==> config.mk <==
export PLATFORM = sky130hd
export DESIGN_NAME = uart_rx_framed
export DESIGN_NICKNAME = d
export VERILOG_FILES = /design/src/rtl/uart_pkg.sv /design/src/rtl/uart_rx_bit_voter.sv /design/src/rtl/uart_rx_framed.sv
export SDC_FILE = /design/constraint.sdc
export NUM_CORES = 1
export LEC_CHECK = 0
export CORE_MARGIN = 5
export CORE_UTILIZATION = 40
export CTS_BUF_LIST = sky130_fd_sc_hd__clkbuf_16
export DETAILED_ROUTE_END_ITERATION = 7
export PLACE_DENSITY = 0.61
export SLEW_MARGIN = 20
export SYNTH_ARGS = -nofsm -noshare
export SYNTH_HDL_FRONTEND = slang
export SYNTH_SLANG_ARGS = --single-unit
==> constraint.sdc <==
create_clock -name clk -period 1.55 [get_ports clk]
set_input_delay 0.31 -clock clk [delete_from_list [all_inputs] [get_ports clk]]
set_output_delay 0.31 -clock clk [all_outputs]
set_load 0.03 [all_outputs]
==> src/rtl/uart_pkg.sv <==
// Shared types and parameter checks for the framed UART receiver.
// The parity mode and state encodings are fixed-width so they can be compared directly.
package uart_pkg;

  typedef enum logic [1:0] {
    PARITY_NONE = 2'd0,
    PARITY_ODD  = 2'd1,
    PARITY_EVEN = 2'd2
  } parity_e;

  typedef enum logic [2:0] {
    IDLE      = 3'd0,
    START     = 3'd1,
    DATA      = 3'd2,
    PARITY    = 3'd3,
    STOP      = 3'd4,
    WAIT_IDLE = 3'd5
  } rx_state_e;

  function automatic bit data_bits_ok(input int n);
    return (n >= 5) && (n <= 9);
  endfunction

  function automatic bit stop_bits_ok(input int n);
    return (n == 1) || (n == 2);
  endfunction

  function automatic bit oversample_ok(input int n);
    return (n >= 4) && ((n % 2) == 0);
  endfunction

  function automatic logic majority3(input logic a, input logic b, input logic c);
    return (a & b) | (a & c) | (b & c);
  endfunction

endpackage

==> src/rtl/uart_rx_bit_voter.sv <==
// 3-sample majority vote around the bit centre; vote_valid pulses on the tick-(C+1) trigger.
// The third sample is the live line, so the vote is combinational in that cycle.
module uart_rx_bit_voter
  import uart_pkg::*;
#(
  parameter int OVERSAMPLE = 16,
  parameter int TW         = $clog2(OVERSAMPLE)
) (
  input  logic          clk,
  input  logic          rst,
  input  logic          sample_trigger,
  input  logic          line_sync,
  input  logic [TW-1:0] tick,
  output logic          vote,
  output logic          vote_valid
);

  localparam int C = OVERSAMPLE / 2;

  logic r_s0;
  logic r_s1;

  always_ff @(posedge clk) begin
    if (rst) begin
      r_s0 <= 1'b1;
      r_s1 <= 1'b1;
    end else if (sample_trigger) begin
      if (tick == TW'(C - 1)) r_s0 <= line_sync;
      if (tick == TW'(C))     r_s1 <= line_sync;
    end
  end

  assign vote_valid = sample_trigger && (tick == TW'(C + 1));
  assign vote       = majority3(r_s0, r_s1, line_sync);

endmodule

==> src/rtl/uart_rx_framed.sv <==
// UART receiver with parity/stop checking, mid-bit completion and a held-until-accepted output word.
// A frame that completes while an unaccepted word is pending is dropped with a 1-clk overrun pulse.
module uart_rx_framed #(
  parameter int                DATA_BITS  = 8,
  parameter uart_pkg::parity_e PARITY     = uart_pkg::PARITY_NONE,
  parameter int                STOP_BITS  = 1,
  parameter int                OVERSAMPLE = 16
) (
  input  logic                 clk,
  input  logic                 rst,
  input  logic                 sample_trigger,
  input  logic                 raw_data,
  output logic [DATA_BITS-1:0] data,
  output logic                 data_valid,
  input  logic                 data_ready,
  output logic                 parity_error,
  output logic                 frame_error,
  output logic                 break_detected,
  output logic                 overrun
);

  localparam int TW = $clog2(OVERSAMPLE);

  localparam uart_pkg::rx_state_e S_IDLE  = uart_pkg::IDLE;
  localparam uart_pkg::rx_state_e S_START = uart_pkg::START;
  localparam uart_pkg::rx_state_e S_DATA  = uart_pkg::DATA;
  localparam uart_pkg::rx_state_e S_PAR   = uart_pkg::PARITY;
  localparam uart_pkg::rx_state_e S_STOP  = uart_pkg::STOP;
  localparam uart_pkg::rx_state_e S_WAIT  = uart_pkg::WAIT_IDLE;

  if (!(uart_pkg::data_bits_ok(DATA_BITS) && uart_pkg::stop_bits_ok(STOP_BITS) &&
        uart_pkg::oversample_ok(OVERSAMPLE))) begin : g_bad_params
    $error("uart_rx_framed: illegal DATA_BITS/STOP_BITS/OVERSAMPLE");
  end

  logic                r_sync1;
  logic                r_sync2;
  uart_pkg::rx_state_e r_state;
  logic [TW-1:0]       r_tick;
  logic [3:0]          r_bit_cnt;
  logic [DATA_BITS-1:0] r_shift;
  logic                r_perr;
  logic                r_ferr;
  logic                r_all_zero;

  logic w_line;
  logic w_vote;
  logic w_vote_vld;
  logic w_active;
  logic w_final_stop;
  logic w_ferr_next;
  logic w_brk_next;

  always_ff @(posedge clk) begin
    if (rst) begin
      r_sync1 <= 1'b1;
      r_sync2 <= 1'b1;
    end else begin
      r_sync1 <= raw_data;
      r_sync2 <= r_sync1;
    end
  end

  assign w_line   = r_sync2;
  assign w_active = (r_state == S_START) || (r_state == S_DATA) ||
                    (r_state == S_PAR)   || (r_state == S_STOP);

  // Tick phase is pinned to 0 outside a frame so every frame starts aligned to its start edge.
  always_ff @(posedge clk) begin
    if (rst) begin
      r_tick <= '0;
    end else if (sample_trigger) begin
      if (!w_active || (r_tick == TW'(OVERSAMPLE - 1))) r_tick <= '0;
      else                                              r_tick <= r_tick + TW'(1);
    end
  end

  uart_rx_bit_voter #(
    .OVERSAMPLE (OVERSAMPLE),
    .TW         (TW)
  ) u_voter (
    .clk            (clk),
    .rst            (rst),
    .sample_trigger (sample_trigger),
    .line_sync      (w_line),
    .tick           (r_tick),
    .vote           (w_vote),
    .vote_valid     (w_vote_vld)
  );

  assign w_final_stop = (r_state == S_STOP) && w_vote_vld && (r_bit_cnt == 4'(STOP_BITS - 1));
  assign w_ferr_next  = r_ferr | ~w_vote;
  assign w_brk_next   = r_all_zero & ~w_vote;

  always_ff @(posedge clk) begin
    if (rst) begin
      r_state        <= S_IDLE;
      r_bit_cnt      <= '0;
      r_shift        <= '0;
      r_perr         <= 1'b0;
      r_ferr         <= 1'b0;
      r_all_zero     <= 1'b0;
      data           <= '0;
      data_valid     <= 1'b0;
      parity_error   <= 1'b0;
      frame_error    <= 1'b0;
      break_detected <= 1'b0;
      overrun        <= 1'b0;
    end else begin
      overrun <= 1'b0;
      if (data_valid && data_ready) data_valid <= 1'b0;

      if (w_final_stop) begin
        if (!data_valid || data_ready) begin
          data           <= r_shift;
          parity_error   <= r_perr;
          frame_error    <= w_ferr_next;
          break_detected <= w_brk_next;
          data_valid     <= 1'b1;
        end else begin
          overrun <= 1'b1;
        end
      end

      case (r_state)
        S_IDLE: begin
          if (sample_trigger && !w_line) begin
            r_state    <= S_START;
            r_bit_cnt  <= '0;
            r_perr     <= 1'b0;
            r_ferr     <= 1'b0;
            r_all_zero <= 1'b1;
          end
        end
        S_START: begin
          if (w_vote_vld) r_state <= w_vote ? S_IDLE : S_DATA;
        end
        S_DATA: begin
          if (w_vote_vld) begin
            r_shift    <= {w_vote, r_shift[DATA_BITS-1:1]};
            r_all_zero <= r_all_zero & ~w_vote;
            if (r_bit_cnt == 4'(DATA_BITS - 1)) begin
              r_bit_cnt <= '0;
              r_state   <= (PARITY == uart_pkg::PARITY_NONE) ? S_STOP : S_PAR;
            end else begin
              r_bit_cnt <= r_bit_cnt + 4'd1;
            end
          end
        end
        S_PAR: begin
          if (w_vote_vld) begin
            r_perr     <= (PARITY == uart_pkg::PARITY_ODD) ? ~(^r_shift ^ w_vote)
                                                           :  (^r_shift ^ w_vote);
            r_all_zero <= r_all_zero & ~w_vote;
            r_state    <= S_STOP;
          end
        end
        S_STOP: begin
          if (w_vote_vld) begin
            r_ferr     <= w_ferr_next;
            r_all_zero <= w_brk_next;
            if (w_final_stop) r_state   <= w_ferr_next ? S_WAIT : S_IDLE;
            else              r_bit_cnt <= r_bit_cnt + 4'd1;
          end
        end
        S_WAIT: begin
          if (sample_trigger && w_line) r_state <= S_IDLE;
        end
        default: r_state <= S_IDLE;
      endcase
    end
  end

endmodule

==> results.sh <==
export IMPL_highest_layer="met4"
export IMPL_async_flop_share_pct=0
export IMPL_crit_family="compound AO/OA/AOI/OAI gates"
export IMPL_via_per_inst=5.081
export IMPL_htreeDepth=2
export IMPL_outcome="complete, but fails checks"
export IMPL_clk_latency_ns=0.28
export IMPL_criticalPathCategory="reg2reg"
export IMPL_path_buf_inv=3
export IMPL_hold_end="r_sync2$_SDFF_PP1_"
export IMPL_cp_max_fo=5
export IMPL_hold_depth=1
export IMPL_clk_pin_slew_ns=0.06
export IMPL_worstPathArrival_ns=1.83
export IMPL_reg2reg_to="r_state[2]$_SDFFE_PP0P_"
export IMPL_syn_num_nets=213
export IMPL_yosysSeqAreaShare_pct=41.19
export IMPL_tightestPinTransition_ns=0.3639
export IMPL_drt_first_pass_iters=4
export IMPL_hold_path_class="reg2reg"
export IMPL_cpPeakStageDelay_ns=0.33
export IMPL_rsz0062_at_grt="yes"
export IMPL_post_route_cell_area_um2=2755
export IMPL_hold_viol_final=0
export IMPL_synth_seq_cells=39
export IMPL_endpoint_kind="register"
export IMPL_violations="negative setup slack"
export IMPL_synthCells=203
export IMPL_gp_congestion=0.8251
export IMPL_r2r_setup_slack_ns=-0.11
export IMPL_drtAntennaViolNets=0
export IMPL_clock_path_buffers=2
export IMPL_mappedNetlistArea_um2=1896
export IMPL_path_cells="inv_2 -> ha_2 -> nor3b_4 -> buf_12 -> a311oi_4 -> a211oi_2 -> buf_4 -> o211a_1"
export IMPL_cp_start_kind="register"
export IMPL_place_ws_ns=-0.4195
export IMPL_maxCapViolCount=0
export IMPL_synthDistinctLibCells=49
export IMPL_met1Wirelength_mm=2.019
export IMPL_final_setup_worst_slack_ns=-0.1070
export IMPL_io_pins=18
export IMPL_overflow=0
export IMPL_dp_hpwl_mm=2.951
export IMPL_timing_rr_start="r_bit_cnt[0]$_SDFFE_PP0P_"
export IMPL_fin_crit_sh_pct=106.9
export IMPL_worstPathRequired_ns=1.72
export IMPL_numCtsBuffers=5
export IMPL_wl_per_cell_um=13.89
export IMPL_synth_ff_type="dfxtp_1"
export IMPL_syn_to_final_growth_pct=45.35
export IMPL_hp_start="r_sync1$_SDFF_PP1_"
export IMPL_layout_commonest_cell="dfxtp_1"
export IMPL_antenna_cells=0
export IMPL_grt_max_degree=31
export IMPL_place_area_um2=2377
export IMPL_hold_slack_ns=0.4064
export IMPL_ir_drop_uv=541.9
export IMPL_dp_cells=298
export IMPL_slowest_stage="dfxtp_2"
export IMPL_p_leak_nw=1.256
export IMPL_powerDensity_nw_per_um2=995.7
export IMPL_syn_avg_cell_area_um2=9.338
export IMPL_fin_cells=310
export IMPL_yosysWarnings=0
export IMPL_drtIter0Drc=28
export IMPL_via_count=1575
export IMPL_root_buffer="clkbuf_16"
export IMPL_die_h_um=78.84
export IMPL_cts_tree="yes"
export IMPL_start_util_pct=40.67
export IMPL_fin_crit_ns=1.657
export IMPL_grt_util_all_layers_pct=14.98
export IMPL_maxSlewHeadroom_pct=75.69
export IMPL_met2_length_mm=2.136
export IMPL_maxSlewViolCount=0
export IMPL_die_width_um=78.84
export IMPL_synth_edf_count=0
export IMPL_finalPower_mw=2.743
export IMPL_drc=0
export IMPL_met3_length_um=109
export IMPL_timing_fmax_ghz=0.6035
export IMPL_skew_ns=0.003567
export IMPL_r2r_cells=8
export IMPL_finalSetupViolCount=27
export IMPL_cts_hold_buf=0
export IMPL_grt_pass1_wl_mm=7.500
export IMPL_wirelength_mm=4.307
export IMPL_antenna_found_initial=0
export IMPL_numPortBuffers=17
export IMPL_drive_gt1_share_pct=34.38
export IMPL_core_area_um2=4661
export IMPL_clock_sinks=39
export IMPL_num_nets_final=266
export IMPL_layout_common_cells="dfxtp_1 (32), buf_4 (30), nor2_1 (26)"
export IMPL_die_area_um2=6216
export IMPL_rows=25
export IMPL_grt_pass1_vias=1586
-- power by group --
| group | total (mW) | switching (mW) | internal [mW] |
|---|---|---|---|
| clock | 1.13 | 0.381 | 0.749 |
| combinational | 0.530 | 0.274 | 0.257 |
| sequential | 1.08 | 0.0481 | 1.03 |
| total | 2.74 | 0.703 | 2.04 |
-- state kept, by name, summed over array words and instances, names as in the netlist --
signal	count
data	8
r_shift	8
r_bit_cnt	4
r_tick	4
r_state	3
break_detected	1
data_valid	1
frame_error	1
overrun	1
parity_error	1
r_all_zero	1
r_ferr	1
r_perr	1
r_sync1	1
r_sync2	1
u_voter.r_s0	1
u_voter.r_s1	1
-- synth_stat cells, drive strengths merged (5+ instances only) --
library cell | number | area share (%)
dfxtp | 39 | 41
nor2 | 27 | 5.3
mux2i | 17 | 9.0
a21oi | 16 | 4.6
nand3 | 11 | 3.2
nand2 | 8 | 1.6
xnor2 | 8 | 4.1
inv | 7 | 1.4
o21ai | 7 | 2.0
nand2b | 6 | 2.0
clkbuf | 5 | 0.99
ha | 5 | 3.3
-- area by class of cell --
| type | count | area [µm²] |
|---|---|---|
| inverters | 7 | 26.28 |
| multi-input cells | 148 | 1196 |
| well taps | 54 | 67.56 |
| clock buffers | 5 | 125.1 |
| fillers | 397 | 1906 |
| flip-flops and latches | 39 | 789.5 |
| clock inverters | 2 | 37.54 |
| repair buffers | 55 | 513.0 |
-- worst max-delay path by stage --
stage | start | endpoint | cells past startpoint
floorplan | r_tick[1]$_SDFFE_PP0P_ | r_state[2]$_SDFFE_PP0P_ | 8
global placement | sample_trigger | r_bit_cnt[2]$_SDFFE_PP0P_ | 6
finish | r_bit_cnt[0]$_SDFFE_PP0P_ | r_state[2]$_SDFFE_PP0P_ | 8
CTS | r_tick[1]$_SDFFE_PP0P_ | r_state[0]$_SDFFE_PP0P_ | 9
detailed placement | sample_trigger | r_bit_cnt[2]$_SDFFE_PP0P_ | 6
global route | r_tick[1]$_SDFFE_PP0P_ | r_state[0]$_SDFFE_PP0P_ | 9
-- stage by stage --
step	utilization (%)	setup TNS [ns]
floorplan	-	0
global placement	51.01	-10.88
detailed placement	51.01	-11.05
CTS	57.29	-1.219
global route	59.11	-3.611
finish	59.11	-1.672
-- worst register-to-register path, cell delays in order, from the launching register on --
cell and delay (ns):
dfxtp_2 0.33, inv_2 0.04, ha_2 0.16, nor3b_4 0.15, buf_12 0.14, a311oi_4 0.30
a211oi_2 0.08, buf_4 0.16, o211a_1 0.19
-- logic make-up after synthesis --
family / after synthesis / synth area share [%]
AND/OR/NAND/NOR: 78 / 22.25
flip-flops: 39 / 41.19
AO/OA/AOI/OAI: 38 / 14.19
multiplexers: 17 / 8.977
buffers and inverters: 16 / 4.225
XOR/XNOR: 9 / 5.281
adder cells (fa/ha/maj): 6 / 3.894
-- repair_timing --
action	in CTS	in global routing
pin swaps	8	19
setup buffers	2	3
setup endpoints to repair	41	30
resized for setup	37	18
gates cloned	1	0
-- per-layer routing --
metal,vias up,GRT usage (%)
li1,817,-
met1,732,19.83
met2,21,24.28
met3,5,3.061
met4,0,5.155
met5,-,0
Note: power is estimated with default switching activity, not from simulation.
